## src/rtl/control_sequencer.sv

```systemverilog
// Instruction-cycle controller: steps the T-state counter and decodes the IR
// opcode into one-hot load/enable strobes for the datapath blocks.
module control_sequencer #(
  parameter int LAST_STEP   = 4,
  parameter bit SHORT_CYCLE = 1'b1
) (
  input  logic       clock_i,
  input  logic       reset_i,
  input  logic       enable_i,
  input  logic [3:0] opcode_i,
  input  logic       carry_flag_i,
  input  logic       zero_flag_i,
  output logic [2:0] step_o,
  output logic       halted_o,
  output logic       pc_out_o,
  output logic       pc_inc_o,
  output logic       pc_load_o,
  output logic       mar_load_o,
  output logic       ram_out_o,
  output logic       ram_load_o,
  output logic       ir_load_o,
  output logic       ir_out_o,
  output logic       a_load_o,
  output logic       a_out_o,
  output logic       b_load_o,
  output logic       alu_out_o,
  output logic       alu_sub_o,
  output logic       flags_load_o,
  output logic       out_load_o
);

  localparam logic [3:0] OP_LDA = 4'h1;
  localparam logic [3:0] OP_ADD = 4'h2;
  localparam logic [3:0] OP_SUB = 4'h3;
  localparam logic [3:0] OP_STA = 4'h4;
  localparam logic [3:0] OP_LDI = 4'h5;
  localparam logic [3:0] OP_JMP = 4'h6;
  localparam logic [3:0] OP_JC  = 4'h7;
  localparam logic [3:0] OP_JZ  = 4'h8;
  localparam logic [3:0] OP_OUT = 4'hE;
  localparam logic [3:0] OP_HLT = 4'hF;

  logic [2:0] step_q, step_d;
  logic       halted_q, halted_d;
  logic [2:0] last_step;
  logic [2:0] end_step;
  logic       run;

  always_ff @(posedge clock_i or posedge reset_i) begin
    if (reset_i) begin
      step_q   <= 3'd0;
      halted_q <= 1'b0;
    end else begin
      step_q   <= step_d;
      halted_q <= halted_d;
    end
  end

  // Final active step of each instruction; undefined opcodes behave as NOP.
  always_comb begin
    case (opcode_i)
      OP_LDA, OP_STA: last_step = 3'd3;
      OP_ADD, OP_SUB: last_step = 3'd4;
      default:        last_step = 3'd2;
    endcase
  end

  assign end_step = SHORT_CYCLE ? last_step : 3'(LAST_STEP);

  always_comb begin
    step_d   = step_q;
    halted_d = halted_q;
    if (enable_i && !halted_q) begin
      if (step_q == 3'd2 && opcode_i == OP_HLT) begin
        halted_d = 1'b1;
        step_d   = 3'd0;
      end else if (step_q == end_step) begin
        step_d = 3'd0;
      end else begin
        step_d = step_q + 3'd1;
      end
    end
  end

  assign run      = enable_i & ~halted_q & ~reset_i;
  assign step_o   = step_q;
  assign halted_o = halted_q;

  always_comb begin
    pc_out_o     = 1'b0;
    pc_inc_o     = 1'b0;
    pc_load_o    = 1'b0;
    mar_load_o   = 1'b0;
    ram_out_o    = 1'b0;
    ram_load_o   = 1'b0;
    ir_load_o    = 1'b0;
    ir_out_o     = 1'b0;
    a_load_o     = 1'b0;
    a_out_o      = 1'b0;
    b_load_o     = 1'b0;
    alu_out_o    = 1'b0;
    alu_sub_o    = 1'b0;
    flags_load_o = 1'b0;
    out_load_o   = 1'b0;
    if (run) begin
      case (step_q)
        3'd0: begin
          pc_out_o   = 1'b1;
          mar_load_o = 1'b1;
        end
        3'd1: begin
          ram_out_o = 1'b1;
          ir_load_o = 1'b1;
          pc_inc_o  = 1'b1;
        end
        3'd2: begin
          case (opcode_i)
            OP_LDA, OP_ADD, OP_SUB, OP_STA: begin
              ir_out_o   = 1'b1;
              mar_load_o = 1'b1;
            end
            OP_LDI: begin
              ir_out_o = 1'b1;
              a_load_o = 1'b1;
            end
            OP_JMP: begin
              ir_out_o  = 1'b1;
              pc_load_o = 1'b1;
            end
            // Conditional jumps: a not-taken branch leaves the bus idle.
            OP_JC: begin
              ir_out_o  = carry_flag_i;
              pc_load_o = carry_flag_i;
            end
            OP_JZ: begin
              ir_out_o  = zero_flag_i;
              pc_load_o = zero_flag_i;
            end
            OP_OUT: begin
              a_out_o    = 1'b1;
              out_load_o = 1'b1;
            end
            default: ;
          endcase
        end
        3'd3: begin
          case (opcode_i)
            OP_LDA: begin
              ram_out_o = 1'b1;
              a_load_o  = 1'b1;
            end
            OP_ADD, OP_SUB: begin
              ram_out_o = 1'b1;
              b_load_o  = 1'b1;
            end
            OP_STA: begin
              a_out_o    = 1'b1;
              ram_load_o = 1'b1;
            end
            default: ;
          endcase
        end
        3'd4: begin
          if (opcode_i == OP_ADD || opcode_i == OP_SUB) begin
            alu_out_o    = 1'b1;
            a_load_o     = 1'b1;
            flags_load_o = 1'b1;
            alu_sub_o    = (opcode_i == OP_SUB);
          end
        end
        default: ;
      endcase
    end
  end

endmodule
```

## config.mk

```make
export PLATFORM = sky130hd
export DESIGN_NAME = control_sequencer
export DESIGN_NICKNAME = d
export VERILOG_FILES = /design/src/rtl/control_sequencer.sv
export SDC_FILE = /design/constraint.sdc
export NUM_CORES = 1
export LEC_CHECK = 0
export BUFFER_PORTS_ARGS = -buffer_cell sky130_fd_sc_hd__buf_2
export CAP_MARGIN = 20
export CORE_AREA = 2 2 39 41
export CTS_CLUSTER_DIAMETER = 40
export DETAILED_ROUTE_END_ITERATION = 8
export DIE_AREA = 0 0 41 43
export PLACE_DENSITY = 0.8
export SYNTH_ARGS = -nofsm -noshare
export SYNTH_HDL_FRONTEND = slang
export SYNTH_SLANG_ARGS = --single-unit
```

## constraint.sdc

```tcl
create_clock -name clock_i -period 2.4 [get_ports clock_i]
set_input_delay 0.48 -clock clock_i [delete_from_list [all_inputs] [get_ports clock_i]]
set_output_delay 0.48 -clock clock_i [all_outputs]
set_load 0.005 [all_outputs]
```

Word-level counts from Yosys, hierarchy flattened
Cells that the tools add are included.

word-level totals
  output and inout bits = 19
  register bits after elaboration = 4
  bits of input ports = 9
  word-level logic and storage cells = 73

cells by class
  eq/ne operators = 15
  reduce and logical (&&, ||, !) cells = 11
  bitwise logic cells = 4
  $add $sub $neg = 1
  multiplexer cells = 40

operators with widths
  operator                                        count
  two-way mux 1 bit                               31
  == test 4 x 3 -> 1 bit (second input constant)  4
  == test 4 bit (second input constant)           3
  one-hot mux 1 bit (3 select lines)              3
  == test 4 x 2 -> 1 bit (second input constant)  2
  == test 3 x 2 -> 1 bit (second input constant)  2
  two-way mux 3 bit                               2
  one-hot mux 1 bit (2 select lines)              3
  one-hot mux 3 bit (2 select lines)              1
  OR reduction 6 bit                              1
  == test 4 x 1 -> 1 bit (second input constant)  1
  OR reduction 2 bit                              2
  OR reduction 4 bit                              1
  adder 3 x 1 -> 3 bit (second input constant)    1
  == test 3 x 1 -> 1 bit (second input constant)  1
  == test 3 bit                                   1
  == test 3 bit (second input constant)           1
  logical NOT 3 bit                               1
  OR reduction 3 bit                              1
  AND 1 bit                                       2
  logical AND 1 bit                               2
  inverter 1 bit                                  2
  AND reduction 2 bit                             1
  logical NOT 1 bit                               1
  logical OR 1 bit                                1

Depth between registers and ports, before layout
  depth in word-level cells = 6
  mapped depth = 6
  mapped depth without buffers = 6

Least setup slack after synthesis
No wires, ideal clock.

  path type = reg2out
  start = register step_q[0] (netlist: step_o[0])
  end = output a_out_o
  stages on the path, launching flop included = 7
  arrival time = 1.506 ns
  slack = 0.414 ns
  buffers on the path = 0
  required time = 1.920 ns
  cells stage by stage = dfrtp_1 -> inv_1 -> ha_1 -> nor2b_1 -> nand2_1 -> nor3b_1 -> o21a_1

on the way
  longest elaborated chain between the ends = 3
  elaborated cells on any way between the ends = 4
  those cells by class = eq/ne (2); mux (2)

RTL lines
  element                                 line  source
  start, declared                         43    logic [2:0] step_q, step_d;
  start signal, assigned                  54    step_q <= step_d;
  == test 3 x 2 -> 1 bit                  106   case (step_q)
  one-hot mux 1 bit (2 select lines) (*)  106
  two-way mux 1 bit (*)                   105   if (run) begin
  end, declared                           24    output logic a_out_o,

Mark *: on every way between the ends. The rest lies on a longest branch, timed or not.

Worst setup path after layout
  start = register step_q[0] (netlist: step_o[0])
  end = output ram_out_o

on the way
  longest elaborated chain between the ends = 3
  elaborated cells on any way between the ends = 4
  those cells by class = eq/ne (2); mux (2)

RTL lines
  element                                                           line  source
  == test 3 x 2 -> 1 bit or == test 3 x 1 -> 1 bit (tied branches)  106
  one-hot mux 1 bit (2 select lines) (*)                            106
  two-way mux 1 bit (*)                                             105
  end, declared                                                     19    output logic ram_out_o,

Marks and branches as above.

==> flow_summary.json <==
{
  "firstDrtPassIters": 4,
  "crit_chain": "ha_1, ha_1, or4b_1, a21oi_1, buf_2",
  "synth_area_um2": 626.9,
  "yosys.area_share.adder": 0.09980,
  "synth-xor-area-share": 0.02794,
  "crit-reg2reg-launch": "step_o[0]",
  "maxCapViolCount": 0,
  "ir_drop_uv": 431.0,
  "yosys_warnings": 0,
  "totalPowerFinal_mw": 0.6086,
  "io_buffers": 27,
  "run_status": "finished, final reports clean",
  "power_density_mw_per_mm2": 783.2,
  "route.detailed.drc": 0,
  "layout-drive-gt1-share": 0.3761,
  "drt_iter0_drc": 13,
  "ant_nets": 0,
  "synth_top_family_by_area": "simple AND/OR/NAND/NOR gates",
  "worstSetupStartpointType": "register",
  "report.final.slew_viol_count": 0,
  "slew_headroom": 0.7432,
  "path_max_fanout": 8,
  "skew_ns": 0.003805,
  "hold_path_class": "primary input to asynchronous set/reset pin",
  "syn_nets": 98,
  "cts_made_buffers": 3,
  "path_class": "register to primary output",
  "die_w_um": 41,
  "timing.rr.end": "step_o[1]",
  "fmax_mhz": 443.4,
  "overflow": 0,
  "die_area_mm2": 0.001763,
  "core_mm2": 0.001384,
  "max_stage_delay_ns": 0.45,
  "clkTransAtPathRegs_ns": 0.04,
  "synth-simple-area-share": 0.3453,
  "rsz0062_at_grt": "no",
  "synth.yosys.seq_area_share": 0.1597,
  "cp_slowest_cell": "or4b_1",
  "antenna_found_initial": 0,
  "grt_max_degree": 14,
  "muxShareOfSynthArea": 0.01796,
  "ys_ff_latch": 4,
  "postCtsHoldBufs": 0,
  "synth_compound_area_frac": 0.2275,
  "cp.required_ns": 1.92,
  "timing.setup.tns_ns": 0,
  "gp_congestion": 0.8641,
  "nFillCells": 129,
  "crit_family": "simple AND/OR/NAND/NOR gates",
  "syn_avg_cell_area_um2": 7.463,
  "synthFlopType": "dfrtp_1",
  "area_growth_pct": 23.95,
  "routedWlPerCell_um": 12.65,
  "critPathBufInv": 1,
  "clk_latency_ns": 0.23,
  "hold_viol": 0,
  "track_usage": 0.1934,
  "synth-edff-count": 0,
  "fin_crit_ns": 2.255,
  "worst_setup_path_end_kind": "primary output",
  "vias_per_cell": 5.872,
  "setup_viol": 0,
  "fp.dieH_um": 43,
  "leakage_nw": 0.3953,
  "postCtsSetupBuffers": 0,
  "num_antenna_cells": 0,
  "ff2ff_path_depth": 5,
  "synth.distinct_cells": 38,
  "grt_pass1_wl_um": 2428,
  "fin_hold_ws_ns": 0.1400,
  "core.rowCount": 14,
  "grt_pass1_vias": 644,
  "synthCells": 84,
  "fin_nets": 125,
  "cts_sinks": 4,
  "cts_tree": "built",
  "dpl.hpwl_um": 1279,
  "synthArstFlopShare": 1.000,
  "crit_arrival_ns": 1.78,
  "dr_total_vias": 734,
  "crit_cells": 5,
  "start_util": 0.4530,
  "htreeDepth": 1,
  "wirelength_um": 1581,
  "cp_common_cell": "ha_1",
  "cts-root-buf": "clkbuf_4",
  "rrSetupSlack_ns": 0.85,
  "clockBufferDepth": 2,
  "io_pins": 28,
  "fin_crit_sh": 0.9398,
  "worstMarginPinSlew_ns": 0.3817
}
==> per-layer routing <==
| layer | vias to the layer above | track usage | part of all wire |
|---|---|---|---|
| li1 | 350 | - | - |
| met1 | 346 | 0.2240 | 0.39 |
| met2 | 34 | 0.3250 | 0.53 |
| met3 | 4 | 0.01571 | 0.064 |
| met4 | 0 | 0.1067 | 0.011 |
| met5 | - | 0 | 0 |
==> flip-flops by register name, indices dropped and copies added (netlist names) <==
register  cells
step_o        3
halted_o      1
==> cell usage after synthesis, drive strengths merged, types with 2 or more instances <==
| library cell | number | area (um^2) |
|---|---|---|
| inv | 7 | 26.28 |
| xor2 | 2 | 17.52 |
| nand3 | 2 | 10.01 |
| nand2 | 14 | 52.55 |
| a21oi | 3 | 15.01 |
| nor2 | 9 | 36.29 |
| buf | 6 | 50.04 |
| o32ai | 2 | 17.52 |
| ha | 5 | 62.56 |
| dfrtp | 4 | 100.1 |
| o41ai | 2 | 17.52 |
| nor3b | 3 | 22.52 |
| nor3 | 3 | 20.02 |
| nor2b | 3 | 21.27 |
| a211oi | 2 | 20.02 |
==> cells by family after synthesis <==
group           Yosys count
simple gates             41
flops                     4
buf+inv                  13
fa+ha+maj                 5
xor+xnor                  2
mux                       1
compound gates           18
==> per-stage QoR <==
stage | cells | utilization | setup slack, ns | instance area (um^2)
floorplan | 84 | - | 0.4142 | 626.9
global placement | 122 | 0.5344 | 0.1949 | 739.5
detailed placement | 122 | 0.5344 | 0.1455 | 739.5
CTS | 125 | 0.5561 | 0.05118 | 769.5
global route | 125 | 0.5615 | 0.03503 | 777.0
finish | 125 | 0.5615 | 0.1446 | 777.0
==> cell type report <==
class,instances,area [um^2],share of cell area
multi-input combinational,67,462.9,0.5958
timing repair buffer,28,142.6,0.1836
sequential,4,102.6,0.1320
inverter,7,26.28,0.03382
clock buffer,3,22.52,0.02899
tap,16,20.02,0.02576
==> how the worst max path moves through the flow <==
| stage | from | to | slack (ns) |
|---|---|---|---|
| finish | step_o[0] | ram_out_o | 0.14 |
| global route | step_o[0] | a_out_o | 0.04 |
| CTS | step_o[0] | a_out_o | 0.05 |
| detailed placement | step_o[0] | a_out_o | 0.15 |
| global placement | step_o[0] | a_out_o | 0.19 |
| floorplan | step_o[0] | a_out_o | 0.41 |
==> power by group <==
group / switching (mW) / total [mW] / internal (mW)
Combinational: 0.210 / 0.384 / 0.174
Clock: 0.0242 / 0.0798 / 0.0557
Sequential: 0.0428 / 0.145 / 0.102
Total: 0.277 / 0.609 / 0.332
==> layout by cell type, fill, tap and decap left out, types with 2 or more instances in the layout <==
cell,synthesis,layout
buf_2,1,27
nand2_1,14,14
nor2_1,8,8
inv_1,7,7
ha_1,5,5
a21oi_1,3,3
clkbuf_4,0,3
o32ai_1,2,2
xor2_1,2,2
o41ai_1,2,2
nor3b_1,3,2
nor3_1,2,2
nand3_1,2,2
dfrtp_1,4,2
dfrtp_2,0,2
==> timing repair <==
item	CTS	global route
pin swaps	0	1
setup endpoints to repair	2	3
gates resized for setup	2	3
gates cloned	0	0
Note: power is estimated with default switching activity, not from simulation.
